### src/rtl/mult_share_arb_pkg.sv
// mult_share_arb_pkg: shared state encoding and datapath widths for the multiplier arbiter
package mult_share_arb_pkg;
  localparam int OPW = 8;
  localparam int PRODW = 16;
  localparam logic [PRODW-1:0] CNT_MAX = 16'hFFFF;
  typedef enum logic [1:0] {IDLE, CALC, RESP} state_e;
endpackage

### src/rtl/array_mult_8bit.sv
// array_mult_8bit: combinational unsigned 8x8 shift-add array multiplier
module array_mult_8bit (
  input  logic [7:0]  a,
  input  logic [7:0]  b,
  output logic [15:0] prod
);
  always_comb begin
    prod = '0;
    for (int i = 0; i < 8; i++) prod = prod + (b[i] ? ({8'd0, a} << i) : 16'd0);
  end
endmodule

### src/rtl/rr_pick.sv
// rr_pick: round-robin priority picker, searching upward from last+1 modulo N
module rr_pick #(
  parameter int N  = 4,
  parameter int IW = 2
) (
  input  logic [N-1:0]  req,
  input  logic [IW-1:0] last,
  output logic [N-1:0]  gnt,
  output logic [IW-1:0] idx
);
  logic [IW-1:0] cand;
  logic found;
  always_comb begin
    gnt = '0;
    idx = '0;
    found = 1'b0;
    cand = '0;
    for (int i = 1; i <= N; i++) begin
      cand = IW'((int'(last) + i) % N);
      if (!found && req[cand]) begin
        gnt[cand] = 1'b1;
        idx = cand;
        found = 1'b1;
      end
    end
  end
endmodule

### src/rtl/mult_share_arb.sv
// mult_share_arb: round-robin sequencer sharing one 8x8 multiplier among NREQ requesters
module mult_share_arb
  import mult_share_arb_pkg::*;
#(
  parameter int NREQ = 4,
  parameter int IDW  = (NREQ > 1) ? $clog2(NREQ) : 1
) (
  input  logic                 clk,
  input  logic                 rst,
  input  logic [NREQ-1:0]      req_valid,
  output logic [NREQ-1:0]      req_ready,
  input  logic [NREQ*OPW-1:0]  req_a,
  input  logic [NREQ*OPW-1:0]  req_b,
  output logic                 resp_valid,
  input  logic                 resp_ready,
  output logic [PRODW-1:0]     resp_prod,
  output logic [IDW-1:0]       resp_id,
  output logic                 busy,
  output logic [15:0]          op_count
);
  state_e state_q, state_d;
  logic [OPW-1:0] a_q, b_q;
  logic [IDW-1:0] id_q, last_q, gnt_idx;
  logic [PRODW-1:0] prod_q, mult_prod, cnt_q;
  logic [NREQ-1:0] gnt;
  logic take, done;

  rr_pick #(.N(NREQ), .IW(IDW)) u_pick (.req(req_valid), .last(last_q), .gnt(gnt), .idx(gnt_idx));
  array_mult_8bit u_mult (.a(a_q), .b(b_q), .prod(mult_prod));

  always_comb begin
    take = (state_q == IDLE) && |req_valid;
    done = (state_q == RESP) && resp_ready;
    req_ready = (state_q == IDLE) ? gnt : '0;
    state_d = (state_q == IDLE) ? (take ? CALC : IDLE) :
              (state_q == CALC) ? RESP : (done ? IDLE : RESP);
  end

  always_ff @(posedge clk or posedge rst) begin
    if (rst) begin
      state_q <= IDLE;
      a_q <= '0;
      b_q <= '0;
      id_q <= '0;
      last_q <= IDW'(NREQ - 1);
      prod_q <= '0;
      cnt_q <= '0;
    end else begin
      state_q <= state_d;
      if (take) begin
        a_q <= req_a[gnt_idx*OPW +: OPW];
        b_q <= req_b[gnt_idx*OPW +: OPW];
        id_q <= gnt_idx;
        last_q <= gnt_idx;
      end
      if (state_q == CALC) prod_q <= mult_prod;
      if (done && cnt_q != CNT_MAX) cnt_q <= cnt_q + 16'd1;
    end
  end

  assign resp_valid = (state_q == RESP);
  assign busy = (state_q != IDLE);
  assign resp_prod = prod_q;
  assign resp_id = id_q;
  assign op_count = cnt_q;
endmodule
### config.mk
export PLATFORM = sky130hd
export DESIGN_NAME = mult_share_arb
export DESIGN_NICKNAME = d
export VERILOG_FILES = /design/src/rtl/mult_share_arb_pkg.sv /design/src/rtl/array_mult_8bit.sv /design/src/rtl/rr_pick.sv /design/src/rtl/mult_share_arb.sv
export SDC_FILE = /design/constraint.sdc
export NUM_CORES = 1
export LEC_CHECK = 0
export ABC_AREA = 1
export CORE_MARGIN = 10
export CORE_UTILIZATION = 58
export DETAILED_ROUTE_END_ITERATION = 7
export GPL_TIMING_DRIVEN = 0
export MAX_ROUTING_LAYER = met4
export PLACE_DENSITY = 0.95
export REMOVE_ABC_BUFFERS = 1
export SLEW_MARGIN = 10
export SYNTH_ARGS = -nofsm -noshare
export SYNTH_HDL_FRONTEND = slang
export SYNTH_HIERARCHICAL = 1
export SYNTH_SLANG_ARGS = --single-unit
### constraint.sdc
create_clock -name clk -period 13.24 [get_ports clk]
set_input_delay 1.324 -clock clk [delete_from_list [all_inputs] [get_ports clk]]
set_output_delay 1.324 -clock clk [all_outputs]
set_load 0.03 [all_outputs]
Word-level counts from Yosys, hierarchy flattened:

Cells that the tools add are included.

* bits in registers: 54
* output and inout bits: 40
* logic and storage cells: 91

* add/sub/neg operators: 12
* order comparisons: 8
* equality and inequality tests: 3
* shift-type cells: 2
* multiplexer cells: 40
* bitwise logic cells: 3
* reduce and logical (&&, ||, !) cells: 16

Operator list (number)
* adder 16 bit: 5
* variable part select 32 x 6 -> 8 bit: 2
* 2-to-1 mux 4 bit: 5
* adder 16 x 1 -> 16 bit (second input constant): 1
* adder 16 x 14 -> 16 bit: 1
* adder 16 x 15 -> 16 bit: 1
* != test 16 bit (second input constant): 1
* 2-to-1 mux 15 bit: 1
* 2-to-1 mux 14 bit: 1
* 2-to-1 mux 2 bit: 7
* 2-to-1 mux 13 bit: 1
* less-than comparator 2 x 3 -> 1 bit (second input constant): 4
* 2-to-1 mux 1 bit: 12
* 2-to-1 mux 12 bit: 1
* OR 4 bit: 3
* 2-to-1 mux 11 bit: 1
* logical AND 1 bit: 10
* 2-to-1 mux 10 bit: 1
* 2-to-1 mux 9 bit: 1
* binary-select mux 1 bit (select 2 bit): 4
* demux 1 bit (select 2 bit): 4
* >= comparator 2 x 1 -> 1 bit (second input constant): 4
* 2-to-1 mux 8 bit: 1
* adder 2 x 1 -> 2 bit (second input constant): 2
* 7 further kinds: 10

Longest topological paths before layout:

Gate-level depths: netlist of run 1.

* depth in word-level cells: 14
* depth in mapped cells: 26
* gate-level depth less buffers: 25

Modules after synthesis:

Netlist of run 1, hierarchy kept.

Modules (own cells, without submodules)
* mult_share_arb: instances 1, cells each 368, area an instance 2944.1 um^2
* array_mult_8bit: instances 1, cells each 336, area an instance 2190.9 um^2
* rr_pick: instances 1, cells each 75, area an instance 474.2 um^2

Worst setup path after synthesis of run 1:

OpenSTA, ideal clock, no wires.

* path type: reg-to-reg
* start point: reg a_q[5]
* end point: reg prod_q[15] (netlist: resp_prod[15])
* setup time: 125 ps
* arrival: 4862 ps
* setup slack: 8253 ps
* stages on the path, launching flop included: 24
* path buffers: 1
* clock period less this slack: 4987 ps
* cell sequence: dfrtp_1 clkbuf_1 nand2_1 inv_1 fa_1 fa_1 inv_1 fa_1 inv_1 fa_1 xnor2_1 fa_1 inv_1 fa_1 ha_1 inv_1 fa_1 inv_1 nand2_1 nand2_2 nand3_1 nand3_1 nand2_1 mux2_2

* word-level cells in the longest chain between the ends: 8
* elaborated cells between the ends (all ways): 15
* classes of those cells: add/sub: 7; mux: 8

Ends and longest elaborated chain
* start: declaration: line mult_share_arb.sv:22 `logic [OPW-1:0] a_q, b_q;`
* start signal: assignment: line mult_share_arb.sv:51 `a_q <= req_a[gnt_idx*OPW +: OPW];`
* 2-to-1 mux 8 bit or 2-to-1 mux 9 bit (tied branches): line array_mult_8bit.sv:9 `for (int i = 0; i < 8; i++) prod = prod + (b[i] ? ({8'd0, a} << i) : 16'd0);`
* adder 16 bit (5 in series): line array_mult_8bit.sv:9
* adder 16 x 14 -> 16 bit: line array_mult_8bit.sv:9
* adder 16 x 15 -> 16 bit *: line array_mult_8bit.sv:9
* named net mult_prod[15]: line mult_share_arb.sv:24 `logic [PRODW-1:0] prod_q, mult_prod, cnt_q;`
* end signal: assignment: line mult_share_arb.sv:56 `if (state_q == CALC) prod_q <= mult_prod;`
* end: declaration: line mult_share_arb.sv:24

Mark *: on every way through the listed nets, which the timed path passes. The rest lies on a longest branch.
A chain may end at the register's enable or synchronous reset.

Final worst setup path of run 1:

* start point: reg a_q[3]
* end point: reg prod_q[15] (netlist: resp_prod[15])

Same word-level chain as after synthesis.

==> results.toml, run 1 <==
[sta]
grt_setup_unrepaired = "false"
max_freq_mhz = 188
setup_viol = 0
final.min_clock_period_ns = 5.32
final_min_period_over_clock_period = 0.402
hold_viol_final = 0
timing.max_slew.rel_slack = 0.211
timing.final.max_slew_violations = 0
worst_slew_pin_slew_ns = 1.18
skew_ns = 0.00493
setup-tns-final_ns = 0

[cells_and_area]
drive_gt1_frac = 0.0934
multi_input_comb_area_sq_um = 3620
layout_area_overhead_pct = 22.2
insertedDiodeCount = 0
final_cell_mix = "nand2_1, inv_1, clkdlybuf4s50_1, nor2_1, o21ai_0"
seq_area_sq_um = 1350
layout.cells.most_common = "nand2_1"
nets = 1010
finalCoreUtilization = 0.735
nFillCells = 672

[placed_design]
portBuffers = 110
detailed_place_hpwl_microns = 11000
routability_congestion_estimate = 0.878

[logic_synthesis]
share_of_the_synthesized_area_in_the_top_cell_type = 0.232
netlist-cell-type-count = 37
asyncSetResetFlopFracSynth = 1.00
ys_seq_area_frac = 0.241
dominantRegCellSynth = "dfrtp_1"
synth.ff_latch_count = 54
synthTopCellsByArea = "dfrtp_1, nand2_1, fa_1"
syn-mean-instance-area_sq_um = 7.20
synth.cell_area_sq_um = 5610
largest_area_contributor_in_the_netlist = "dfrtp_1"
yosysWarnings = 6
edff_count_synth = 0
postSynthCellCount = 779

[clock_network]
post_cts_buffers = 0
cts.clk_slew.worst_paths_ns = 0.10
tritoncts_num_sinks = 54
ctsLongestPathBuffers = 2
clock_insertion_delay_worst_skew_ns = 0.31
cts.htree.levels = 2
hold_fix_buffer_count_after_cts = 0
cts_root_buffer = "clkbuf_8"
cts_tree = "built"
cts_resized = 0
cts_buffers = 5

[detailed_routing]
drt.antenna.violating_nets = 0
first_pass_iters = 4
detail_route.iter0.violations = 255
avgRoutedWirePerCell_microns = 14.3
viasPerCell = 5.28
num_vias = 5257
detailed_route_wire_length_microns = 14200
drc = 0

[floorplan]
die_area_sq_um = 14000
die_height_microns = 118
floorplan.die.width_microns = 118
start_util = 0.601
std_cell_rows = 35
pin_count = 111
design.core.area_sq_um = 9330

[critical_path]
cp.arrival_ns = 5.53
worst_setup_path_start = "a_q[3]$_DFFE_PP0P_"
crit_path_start_kind = "register"
crit_path_max_fanout = 9
regToRegStartpoint = "a_q[3]$_DFFE_PP0P_"
crit_type = "register to register"
critical_path.endpoint_type = "register"
required_ns = 13.45

[global_routing]
antenna_found_initial = 0
first_global_vias = 5261
first_pass_grt_wire_length_microns = 24000
pin_count_of_the_biggest_net_entering_global_routing = 35
global_route.usage.total = 0.206
grt.overflow.total = 0

[run_status]
run_status = "finished, final reports clean"

[min_path]
min-delay-path-class = "register to register"
hold_start = "resp_id[0]$_DFFE_PP0P_"

[flow_run]
maxCapViolations = 0
final timing paths:
kind	endpoint	slack, ns	cells after the start
worst max-delay path	resp_prod[15]$_DFFE_PP0N_	7.92	22
worst min-delay path	resp_id[0]$_DFFE_PP0P_	0.50	2
worst max register to register	resp_prod[15]$_DFFE_PP0N_	7.92	22
worst min register to register	resp_id[0]$_DFFE_PP0P_	0.50	2
max in group asynchronous	last_q[1]$_DFFE_PP1P_	11.17	3
min in group asynchronous	resp_id[0]$_DFFE_PP0P_	1.44	2
cell type report:
cell class / instances / area share
clock buffer: 7 / 0.0126
clock inverter: 1 / 0.00128
inverter: 130 / 0.0719
multi-input combinational: 564 / 0.528
sequential: 54 / 0.198
tap: 129 / 0.0236
timing repair buffer: 111 / 0.165
per-layer routing:
metal,vias to the layer above,part of all wire,GRT usage
met5,-,0,-
met2,152,0.53,0.360
met3,31,0.048,0.0409
met4,0,0.021,0.0618
met1,2503,0.41,0.234
li1,2571,-,-
kinds of logic (layout without fill, tap and decap cells):
kind of cell / after synthesis / in the layout / synth area share
AO/OA/AOI/OAI: 87 / 87 / 0.0879
adder cells (fa/ha/maj): 73 / 73 / 0.208
buffers and inverters: 161 / 249 / 0.113
AND/OR/NAND/NOR: 375 / 375 / 0.297
multiplexers: 16 / 16 / 0.0321
XOR/XNOR: 13 / 13 / 0.0203
flip-flops: 54 / 54 / 0.241
synth_stat cells (all sizes together) (7+ instances only):
library cell and n:
a21oi 9, buf 8, clkbuf 23, dfrtp 52, fa 34, ha 39
inv 129, mux2 16, nand2 258, nand3 36, nor2 71, o21ai 57
o22ai 16, xor2 7
worst max-delay path, cell delays in order, from the launching register on:
cell and delay (ns):
dfrtp_1 0.57, nand2_1 0.10, inv_1 0.09, fa_1 0.45, fa_1 0.55, inv_1 0.06
fa_1 0.55, inv_1 0.07, fa_1 0.46, xnor2_1 0.21, fa_1 0.20, inv_1 0.06
fa_1 0.51, ha_1 0.17, inv_1 0.05, fa_1 0.39, inv_1 0.07, nand2_1 0.07
nand2_2 0.08, nand3_1 0.10, nand3_1 0.09, nand2_1 0.05, mux2_2 0.25
sequential cells by signal (all words and copies together), names as in the netlist:
signal     cells
op_count      16
a_q            8
resp_prod     16
resp_id        2
last_q         2
b_q            8
state_q        2
through the flow:
step           area (sq um)  setup WS (ns)  hold slack (ns)  cells
4_1_cts                6850           7.91            0.512    996
3_3_place_gp           6730           8.02            0.470    987
5_1_grt                6850           7.61            0.541    996
6_report               6850           7.92            0.502    996
3_5_place_dp           6760           7.97            0.484    988
2_1_floorplan          5470           8.33            0.513    748
Power of run 1 is not shown: default switching activity piles up to over one toggle a cycle in this logic, so the estimate is an artifact.
==> inputs of run 2 (changes only) <==
CORE_UTILIZATION = 54   (was 58)
PLACE_DENSITY = 0.94   (was 0.95)
clock period = 4.9 ns   (was 13.24 ns; I/O delays follow)
==> results.toml, run 2 (synthesis gave the netlist of run 1 again) <==
[sta]
max_freq_mhz = 196
worst_slew_pin_slew_ns = 1.00
timing.max_slew.rel_slack = 0.333
grt_setup_unrepaired = "true"
final.min_clock_period_ns = 5.10
skew_ns = 0.0111
timing.final.max_slew_violations = 0
final_min_period_over_clock_period = 1.04
setup_viol = 7
hold_viol_final = 0
worst_slack_ns = -0.203

[cells_and_area]
layout_area_overhead_pct = 29.9
nets = 1030
final_cell_mix = "nand2_1, inv_1, clkdlybuf4s50_1, nor2_1, o21ai_0"
insertedDiodeCount = 0
drive_gt1_frac = 0.174
nFillCells = 718
layout.cells.most_common = "nand2_1"
finalCoreUtilization = 0.712

[critical_path]
required_ns = 5.09
crit_path_start_kind = "register"
crit_path_max_fanout = 4
regToRegSetupSlack_ns = -0.20
critical_path.endpoint_type = "register"
end_of_the_worst_register_to_register_path = "resp_prod[13]$_DFFE_PP0N_"
regToRegStartpoint = "b_q[3]$_DFFE_PP0P_"
cp.arrival_ns = 5.30
r2r_cells = 21
crit_type = "register to register"

[detailed_routing]
first_pass_iters = 7
drc = 0
avgRoutedWirePerCell_microns = 15.1
detailed_route_wire_length_microns = 15500
num_vias = 5433
detail_route.iter0.violations = 309
viasPerCell = 5.31
drt.antenna.violating_nets = 0

[min_path]
min-delay-path-class = "register to register"
min_delay_path_depth = 2
hold_start = "resp_id[0]$_DFFE_PP0P_"
hold_end = "resp_id[0]$_DFFE_PP0P_"

[run_status]
failing_checks = "setup timing"
run_status = "finished with violations"

[global_routing]
first_pass_grt_wire_length_microns = 25000
antenna_found_initial = 0
first_global_vias = 5464
pin_count_of_the_biggest_net_entering_global_routing = 35
grt.overflow.total = 0
global_route.usage.total = 0.207

[clock_network]
cts_buffers = 5
clock_insertion_delay_worst_skew_ns = 0.31
cts.clk_slew.worst_paths_ns = 0.10
tritoncts_num_sinks = 54
hold_fix_buffer_count_after_cts = 0
cts_root_buffer = "clkbuf_8"
cts.htree.levels = 2
cts_tree = "built"
ctsLongestPathBuffers = 2

[floorplan]
design.core.area_sq_um = 10200
die_height_microns = 122
floorplan.die.width_microns = 122
pin_count = 111
std_cell_rows = 37
die_area_sq_um = 14900
start_util = 0.548

[placed_design]
portBuffers = 110
detailed_place_hpwl_microns = 10700
routability_congestion_estimate = 0.889

[flow_run]
maxCapViolations = 0
-- run 2: what timing repair did --
action                     4_1_cts  5_1_grt
setup endpoints to repair        7        8
resized for setup               27       43
buffers inserted                11       10
gates cloned                     0        0
pin swaps                       11       21
-- run 2: per-layer routing --
layer	share of wire	GRT usage	vias up
met3	0.060	0.0361	32
met5	0	-	-
met4	0.018	0.0477	0
met2	0.54	0.384	201
met1	0.38	0.223	2596
li1	-	-	2604
-- run 2: stage by stage --
stage | std cells | area [sq um] | hold WS (ns) | setup slack (ns) | TNS [ns]
6_report | 1023 | 7290 | 0.501 | -0.203 | -0.900
5_1_grt | 1023 | 7290 | 0.530 | -0.358 | -1.91
4_1_cts | 1014 | 7030 | 0.507 | -0.0698 | -0.156
3_5_place_dp | 995 | 6760 | 0.480 | -0.375 | -1.51
3_3_place_gp | 994 | 6740 | 0.471 | -0.314 | -1.08
2_1_floorplan | 748 | 5470 | 0.513 | -0.00634 | -0.0101
-- run 2: worst max path at each step --
stage,startpoint,to,slack (ns),cells past startpoint
2_1_floorplan,a_q[5]$_DFFE_PP0P_,resp_prod[15]$_DFFE_PP0N_,-0.006,22
3_3_place_gp,a_q[4]$_DFFE_PP0P_,resp_prod[15]$_DFFE_PP0N_,-0.31,21
3_5_place_dp,a_q[5]$_DFFE_PP0P_,resp_prod[15]$_DFFE_PP0N_,-0.38,22
4_1_cts,b_q[3]$_DFFE_PP0P_,resp_prod[13]$_DFFE_PP0N_,-0.07,21
5_1_grt,b_q[3]$_DFFE_PP0P_,resp_prod[13]$_DFFE_PP0N_,-0.36,21
6_report,b_q[3]$_DFFE_PP0P_,resp_prod[13]$_DFFE_PP0N_,-0.20,21
-- run 2: layout make-up --
class	count	area (sq um)	area share
clock buffer	7	76.3	0.0105
multi-input combinational	564	3850	0.529
sequential	54	1370	0.188
clock inverter	1	30.0	0.00412
timing repair buffer	131	1300	0.178
inverter	130	493	0.0677
tap	136	170	0.0234
-- run 2: critical path: stages (launching register included) --
cell and delay [ns]:
dfrtp_2 0.46, nand2_2 0.09, inv_2 0.04, fa_1 0.55, fa_1 0.46, fa_1 0.49
ha_2 0.23, fa_2 0.43, xnor2_2 0.15, fa_2 0.22, inv_2 0.04, fa_1 0.52
ha_2 0.19, inv_2 0.04, fa_2 0.36, inv_2 0.07, nand2_2 0.06, nand2_4 0.07
nand3b_1 0.09, nand3_1 0.08, nand2_1 0.06, mux2_4 0.26
Power of run 2 is left out for the same reason.
